File: src/rtl/tone_detector.sv
// tone_detector: locks onto a square-wave tone of known half-period and reports completed bursts
module tone_detector #(
  parameter int HALF_PERIOD = 32769,
  parameter int TOL = 512,
  parameter int MIN_HALVES = 16
) (
  input  logic        clk,
  input  logic        reset,
  input  logic        JB,
  output logic        tone_active,
  output logic        burst_pulse,
  output logic [7:0]  burst_count,
  output logic [9:0]  burst_len,
  output logic [16:0] half_period
);
  localparam logic [16:0] TIMEOUT = 17'(HALF_PERIOD + TOL + 1);
  localparam logic [17:0] LO = 18'(HALF_PERIOD - TOL);
  localparam logic [17:0] HI = 18'(HALF_PERIOD + TOL);
  localparam logic [9:0] LOCK_N = 10'(MIN_HALVES);
  typedef enum logic [1:0] {IDLE, LOCKING, ACTIVE} state_t;
  state_t state, state_n;
  logic sync1, sync2, prev;
  logic [16:0] counter;
  logic [9:0] match_cnt, match_cnt_n, run_len, run_len_n;
  logic tone_n, burst_end, edge_det, timeout, match;
  logic [17:0] measured;
  assign edge_det = sync2 ^ prev;
  assign measured = {1'b0, counter} + 18'd1;
  assign match = measured >= LO && measured <= HI;
  // fires only on the step into saturation, so a quiet line times out once
  assign timeout = !edge_det && counter == TIMEOUT - 17'd1;
  // input synchronizer, interval counter and half-period capture
  always_ff @(posedge clk) begin
    if (reset) begin
      sync1 <= 1'b0;
      sync2 <= 1'b0;
      prev <= 1'b0;
      counter <= '0;
      half_period <= '0;
    end else begin
      sync1 <= JB;
      sync2 <= sync1;
      prev <= sync2;
      counter <= edge_det ? '0 : counter == TIMEOUT ? counter : counter + 17'd1;
      if (edge_det && state != IDLE) half_period <= counter + 17'd1;
    end
  end
  // lock tracking: next state, match/run counters and burst end detection
  always_comb begin
    state_n = state;
    match_cnt_n = match_cnt;
    run_len_n = run_len;
    tone_n = tone_active;
    burst_end = 1'b0;
    case (state)
      IDLE: begin
        if (edge_det) begin
          state_n = LOCKING;
          match_cnt_n = '0;
        end
      end
      LOCKING: begin
        if (edge_det && match && match_cnt + 10'd1 == LOCK_N) begin
          state_n = ACTIVE;
          run_len_n = LOCK_N;
          tone_n = 1'b1;
        end else if (edge_det) begin
          match_cnt_n = match ? match_cnt + 10'd1 : '0;
        end else if (timeout) begin
          state_n = IDLE;
        end
      end
      ACTIVE: begin
        if (edge_det && match) begin
          run_len_n = run_len == 10'd1023 ? run_len : run_len + 10'd1;
        end else if (edge_det || timeout) begin
          state_n = edge_det ? LOCKING : IDLE;
          match_cnt_n = '0;
          tone_n = 1'b0;
          burst_end = 1'b1;
        end
      end
      default: state_n = IDLE;
    endcase
  end
  // state register and registered burst reporting
  always_ff @(posedge clk) begin
    if (reset) begin
      state <= IDLE;
      match_cnt <= '0;
      run_len <= '0;
      tone_active <= 1'b0;
      burst_pulse <= 1'b0;
      burst_count <= '0;
      burst_len <= '0;
    end else begin
      state <= state_n;
      match_cnt <= match_cnt_n;
      run_len <= run_len_n;
      tone_active <= tone_n;
      burst_pulse <= burst_end;
      if (burst_end) begin
        burst_count <= burst_count + 8'd1;
        burst_len <= run_len;
      end
    end
  end
endmodule
File: config.mk
export PLATFORM = sky130hd
export DESIGN_NAME = tone_detector
export DESIGN_NICKNAME = d
export VERILOG_FILES = /design/src/rtl/tone_detector.sv
export SDC_FILE = /design/constraint.sdc
export NUM_CORES = 1
export LEC_CHECK = 0
export ABC_AREA = 0
export CAP_MARGIN = 10
export CORE_AREA = 8 8 91 93
export DETAILED_ROUTE_END_ITERATION = 10
export DIE_AREA = 0 0 99 101
export DONT_BUFFER_PORTS = 1
export GPL_TIMING_DRIVEN = 0
export PLACE_DENSITY = 0.74
export SYNTH_ARGS = -nofsm -noshare
export SYNTH_HDL_FRONTEND = slang
export SYNTH_SLANG_ARGS = --single-unit
File: constraint.sdc
create_clock -name clk -period 5.2 [get_ports clk]
set_input_delay 1.04 -clock clk [delete_from_list [all_inputs] [get_ports clk]]
set_output_delay 1.04 -clock clk [all_outputs]
set_load 0.01 [all_outputs]
======== Word level (Yosys, flattened, before mapping) ========
Index checks and enable logic that the tools add are counted.
operators by class
  add/subtract/negate cells ............... 5
  $lt $le $gt $ge ......................... 2
  multiplexer cells ....................... 26
  equal/unequal tests ..................... 16
  bitwise operators ....................... 1
  reductions and logical operators ........ 16
operators by type and width
  operator                                                                                number
  10-bit two-way mux                                                                      9
  17-bit by 16-bit equality test with 1-bit output (second input constant)                2
  10-bit one-hot mux with 3 select lines                                                  1
  10-bit by 1-bit adder with 10-bit output (second input constant)                        2
  10-bit one-hot mux with 2 select lines                                                  1
  17-bit by 1-bit adder with 18-bit output (second input constant)                        1
  18-bit by 15-bit greater-or-equal comparator with 1-bit output (second input constant)  1
  18-bit by 16-bit <= comparator with 1-bit output (second input constant)                1
  17-bit by 1-bit adder with 17-bit output (second input constant)                        1
  2-bit inequality test (second input constant)                                           8
  2-bit two-way mux                                                                       6
  10-bit equality test (second input constant)                                            1
  10-bit by 5-bit equality test with 1-bit output (second input constant)                 1
  8-bit by 1-bit adder with 8-bit output (second input constant)                          1
  4-bit AND reduction                                                                     2
  1-bit two-way mux                                                                       7
  3-bit inequality test (second input constant)                                           2
  2-bit one-hot mux with 3 select lines                                                   1
  6-bit AND reduction                                                                     1
  1-bit logical AND                                                                       5
  5-bit AND reduction                                                                     1
  2-bit nonzero test                                                                      2
  3-bit nonzero test                                                                      1
  2-bit by 1-bit equality test with 1-bit output (second input constant)                  1
  7 further kinds                                                                         7
word-level totals
  logic and storage cells ................. 78
  flip-flop bits (word level) ............. 79
  bits of input ports ..................... 3
  output and inout port bits .............. 37

======== Longest topological paths before layout ========
  depth in word-level cells ............... 7
  gate-level depth with buffers ........... 13
  gate-level depth less buffers ........... 9

======== Worst setup path after synthesis ========
OpenSTA, ideal clock, no wires.
  kind .................................... register -> register
  start ................................... register counter[1]
  end ..................................... register burst_count[1]
  cell stages (with the launch flop) ...... 14
  slack ................................... 2.239 ns
  setup time .............................. 0.128 ns
  data arrival time ....................... 2.833 ns
  period minus slack after synthesis ...... 2.961 ns
  required time ........................... 5.072 ns
  path buffers ............................ 4
  cell sequence ........................... dfxtp_1 > ha_1 > buf_6 > and4_1 > buf_2 > nand4_1 > xor2_1 > nand3_1 > or4_4 > buf_6 > a41oi_4 > buf_6 > mux2i_1 > nor2_1
on the way
  word-level cells in the longest chain between the ends .. 6
  elaborated cells on any way between the ends .. 11
  those cells by class .................... add/sub (1); order compare (2); eq/ne (1); mux (3); reduce/logical (4)
ends and longest elaborated chain
  what                                                                                                          RTL line  RTL
  start, declared                                                                                               23        logic [16:0] counter;
  start signal, assigned                                                                                        44        counter <= edge_det ? '0 : counter == TIMEOUT ? counter : counter + 17'd1;
  17-bit by 1-bit adder with 18-bit output or 17-bit by 16-bit equality test with 1-bit output (tied branches)  28, 31
  18-bit by 15-bit greater-or-equal comparator with 1-bit output, or another cell as far along                  29        assign match = measured >= LO && measured <= HI;
  1-bit logical AND or 1-bit logical OR (tied branches)                                                         29, 76
  1-bit logical AND or 1-bit two-way mux (tied branches)                                                        74, 76
  1-bit two-way mux (*)                                                                                         74        if (edge_det && match) begin
  1-bit two-way mux (*)                                                                                         55        case (state)
  end signal, assigned                                                                                          103       burst_count <= burst_count + 8'd1;
  end, declared                                                                                                 12        output logic [7:0] burst_count,
Every way passes the cells marked *; elsewhere a longest branch is shown, timed or not.
A chain may end at the register's enable or synchronous reset.

======== Worst setup path after layout ========
  start ................................... register counter[1]
  end ..................................... register match_cnt[2]
on the way
  word-level cells in the longest chain between the ends .. 7
  elaborated cells on any way between the ends .. 17
  those cells by class .................... add/sub (1); order compare (2); eq/ne (4); mux (4); reduce/logical (6)
ends and longest elaborated chain
  what                                                                                                                                RTL line    RTL
  17-bit by 1-bit adder with 18-bit output                                                                                            28          assign measured = {1'b0, counter} + 18'd1;
  18-bit by 15-bit greater-or-equal comparator with 1-bit output or 18-bit by 16-bit <= comparator with 1-bit output (tied branches)  29
  1-bit logical AND                                                                                                                   29
  10-bit two-way mux or 1-bit logical AND (tied branches)                                                                             68, 63, 74
  10-bit two-way mux or 1-bit logical AND (tied branches)                                                                             67, 63
  10-bit two-way mux or 2-bit inequality test (tied branches)                                                                         n/a
  10-bit one-hot mux with 3 select lines or 6-bit AND reduction (tied branches)                                                       n/a
  end signal, assigned                                                                                                                98          match_cnt <= match_cnt_n;
  end, declared                                                                                                                       24          logic [9:0] match_cnt, match_cnt_n, run_len, run_len_n;
Parallel ways exist; a longest one is shown, timed or not. The select of a mux whose other input is x is not followed.

==> impl_metrics.yaml <==
outcome:
  run_status: "complete, no violations"
global_route:
  grt_use_total: 0.198
  busiest_layer: "met2"
  grtUsageMet2: 0.306
  grt_pass1_vias: 3271
  grt-ovfl-total: 0
  grt_use_met3: 0.0573
  antenna_found_initial: 0
  grt_use_met1: 0.249
  grt_max_degree: 15
  grt_pass1_wl_um: 16000
timing:
  rsz0062_at_grt: "false"
  finalHoldViolCount: 0
  finalSetupTns_ps: 0
  worst_pin_slew_ps: 965
  period_minus_slack_ps: 3560
  holdWs_ps: 463
  final-setup-viol-count: 0
  slew_headroom: 0.355
  period_share: 0.684
  skew_ps: 7.09
  drv_slew: 0
  layout_setup_ws_ps: 1640
  fmax_mhz: 281
final_layout:
  nFillCells: 604
  layout-drive-gt1-share: 0.0947
  layout.cells.non_filler: 557
  fin_nets: 481
  diodes: 0
  syn2layout_area_growth_pct: 8.63
  utilization: 0.626
  multi_input_area_mm2: 0.00224
  register_area_mm2: 0.00158
power:
  ir_drop_v: 0.000224
  power.leakage_nw: 1.59
  pwr_density_cell_mw_per_mm2: 283
setup_path:
  worstPathArrival_ps: 3820
  startpoint_type: "flop"
  cp_cell_sequence: "ha_1 -> buf_6 -> and4_1 -> buf_2 -> and4_1 -> mux2i_1 -> nand3_1 -> or4_1 -> a211oi_2 -> a31oi_1 -> o31ai_1"
  rrSetupSlack_ps: 1640
  reg2regPathDepth: 11
  critical_path.max_stage_delay_ps: 630
  timing.rr.start: "counter[1]$_SDFFE_PP0P_"
  cpMaxStageDelayCell: "a211oi_2"
  reg2reg_to: "match_cnt[2]$_SDFFE_PP0P_"
  setup.worst_path.end_class: "flop"
  crit_type: "reg2reg"
  path_buf_inv: 2
  path_max_fanout: 10
  cp.required_ps: 5460
  critPathMostFrequentCell: "and4_1"
  cp_top_family: "simple AND/OR/NAND/NOR gates"
worst_hold_path:
  hold_path_end: "sync2$_SDFF_PP0_"
  hold_path_class: "reg2reg"
  min_path_cells: 1
  min_from: "sync1$_SDFF_PP0_"
logic_synthesis:
  netlist_area_mm2: 0.00400
  synth_fp_nets: 470
  ys_seq_elements: 79
  synthDistinctLibCells: 62
  syn_inst: 459
  synth-edff-count: 0
  async_flop_share: 0
  syn_area_per_cell_um2: 8.72
  ys_seq_area_frac: 0.395
  ys.warnings.count: 0
  synth_ff_type: "dfxtp_1"
clock_network:
  ctsResizeCount: 0
  clkSlewWorstSetupHoldPaths_ps: 80
  clockRootBuffer: "clkbuf_8"
  cts_buffers: 9
  post_cts_buffers: 0
  insertion_delay_ps: 350
  clkSinkCount: 79
  cts_tree: "yes"
  cts.path.max_buffers: 2
  htreeDepth: 3
  ctsHoldBuffers: 0
placed_design:
  gp_congestion: 0.863
  portBuffers: 0
  dpl.hpwl_um: 6720
  place_ws_ps: 1730
  dp_cells: 541
routing:
  via_count: 3370
  vias_per_cell: 6.05
  drc_errors: 0
  final_antenna_net_count: 0
  wirelength_um: 9460
  dr.first_iter.drc_count: 126
  first_pass_iters: 4
  wire_per_inst_um: 17.0
floorplan:
  die_y_um: 101
  io_pins: 40
  floorplan.initialDensity: 0.576
  dieWidth_um: 99
  row_count: 31
  core_region_area_mm2: 0.00694
  dieArea_mm2: 0.0100
job:
  maxCapViolations: 0
[cell usage in the layout (no fill, tap or decap), drive strengths merged, types with 12 or more instances in the layout]
cell	n
clkbuf	21
dfxtp	79
nand2	35
buf	13
o21ai	21
a21oi	24
mux2i	16
inv	12
a211oi	21
nor2	63
xor2	13
nand3	20
[kinds of logic after synthesis]
| kind of cell | Yosys count | synth area share |
|---|---|---|
| AOI/OAI and AO/OA | 105 | 0.188 |
| xor gates and xnor gates | 23 | 0.0522 |
| adders and majority gates | 8 | 0.0250 |
| buffers and inverters | 34 | 0.0453 |
| DFF | 79 | 0.395 |
| muxes | 17 | 0.0428 |
| and+or+nand+nor | 193 | 0.252 |
[per-stage QoR]
stage               instance area, µm²  power [W]
global placement                  4100   0.000683
floorplan                         4000   0.000669
CTS                               4350    0.00124
finish                            4350    0.00123
global route                      4350    0.00128
detailed placement                4100   0.000685
[per-layer routing]
metal,up-vias,share of wire,wire length (µm)
met5,-,0,0
met4,0,0.018,167
met3,13,0.062,589
met2,82,0.46,4360
met1,1595,0.46,4340
li1,1680,-,-
[registers in the layout, indices dropped and copies added (netlist names)]
| register | cells |
|---|---|
| counter | 17 |
| state | 2 |
| burst_pulse | 1 |
| match_cnt | 10 |
| sync1 | 1 |
| sync2 | 1 |
| prev | 1 |
| burst_len | 10 |
| burst_count | 8 |
| tone_active | 1 |
| half_period | 17 |
| run_len | 10 |
[final cells by class]
cell class | count | share of cell area
Clock buffer | 10 | 0.0294
Inverter | 10 | 0.00864
Buffer | 24 | 0.0331
Tap cell | 82 | 0.0236
Sequential cell | 79 | 0.364
Clock inverter | 6 | 0.0265
Multi-Input combinational cell | 346 | 0.515
[worst reg2reg max path, delay by kind of cell (launching register included)]
kind,cells,cell delay [ps]
AOI/OAI and AO/OA,3,890
DFF,1,520
and+or+nand+nor,4,1080
buffers and inverters,2,320
muxes,1,420
adders and majority gates,1,230
[worst max path at each step]
stage | endpoint | cells after the start | from | slack, ps
6_report | match_cnt[2]$_SDFFE_PP0P_ | 11 | counter[1]$_SDFFE_PP0P_ | 1640
5_1_grt | match_cnt[2]$_SDFFE_PP0P_ | 11 | counter[1]$_SDFFE_PP0P_ | 1400
4_1_cts | match_cnt[2]$_SDFFE_PP0P_ | 11 | counter[1]$_SDFFE_PP0P_ | 1680
3_5_place_dp | match_cnt[2]$_SDFFE_PP0P_ | 11 | counter[1]$_SDFFE_PP0P_ | 1730
3_3_place_gp | match_cnt[2]$_SDFFE_PP0P_ | 11 | counter[1]$_SDFFE_PP0P_ | 1740
2_1_floorplan | burst_count[1]$_SDFFE_PP0P_ | 13 | counter[1]$_SDFFE_PP0P_ | 2240
[synth_stat cells (all sizes together) (3+ instances only)]
library cell	n	area share
or2	3	0.0047
o211ai	4	0.0075
nand4	10	0.020
nor4	3	0.0084
dfxtp	79	0.40
mux2i	16	0.040
or4	4	0.0084
a2bb2oi	7	0.015
inv	10	0.0094
or3	5	0.0078
ha	8	0.025
a31oi	5	0.0078
nand2	35	0.033
o31ai	4	0.0075
a21oi	24	0.033
a211oi	21	0.044
and3	7	0.011
o21ai	21	0.026
nand2b	10	0.016
buf	13	0.026
xor2	13	0.030
a311oi	4	0.010
xnor2	10	0.022
nand3	20	0.025
nor2b	5	0.0078
and4	6	0.014
nor2	63	0.059
nor3	10	0.013
clkbuf	11	0.010
a211o	4	0.0088
[where the power goes]
| group | internal, W | leakage [nW] | switching (W) | total (W) |
|---|---|---|---|---|
| clock | 0.000323 | 0.117 | 0.000239 | 0.000561 |
| sequential | 0.000611 | 0.638 | 0.00000939 | 0.000620 |
| combinational | 0.0000165 | 0.834 | 0.0000338 | 0.0000503 |
| total | 0.000950 | 1.59 | 0.000282 | 0.00123 |
Note: power is estimated with default switching activity, not from simulation.
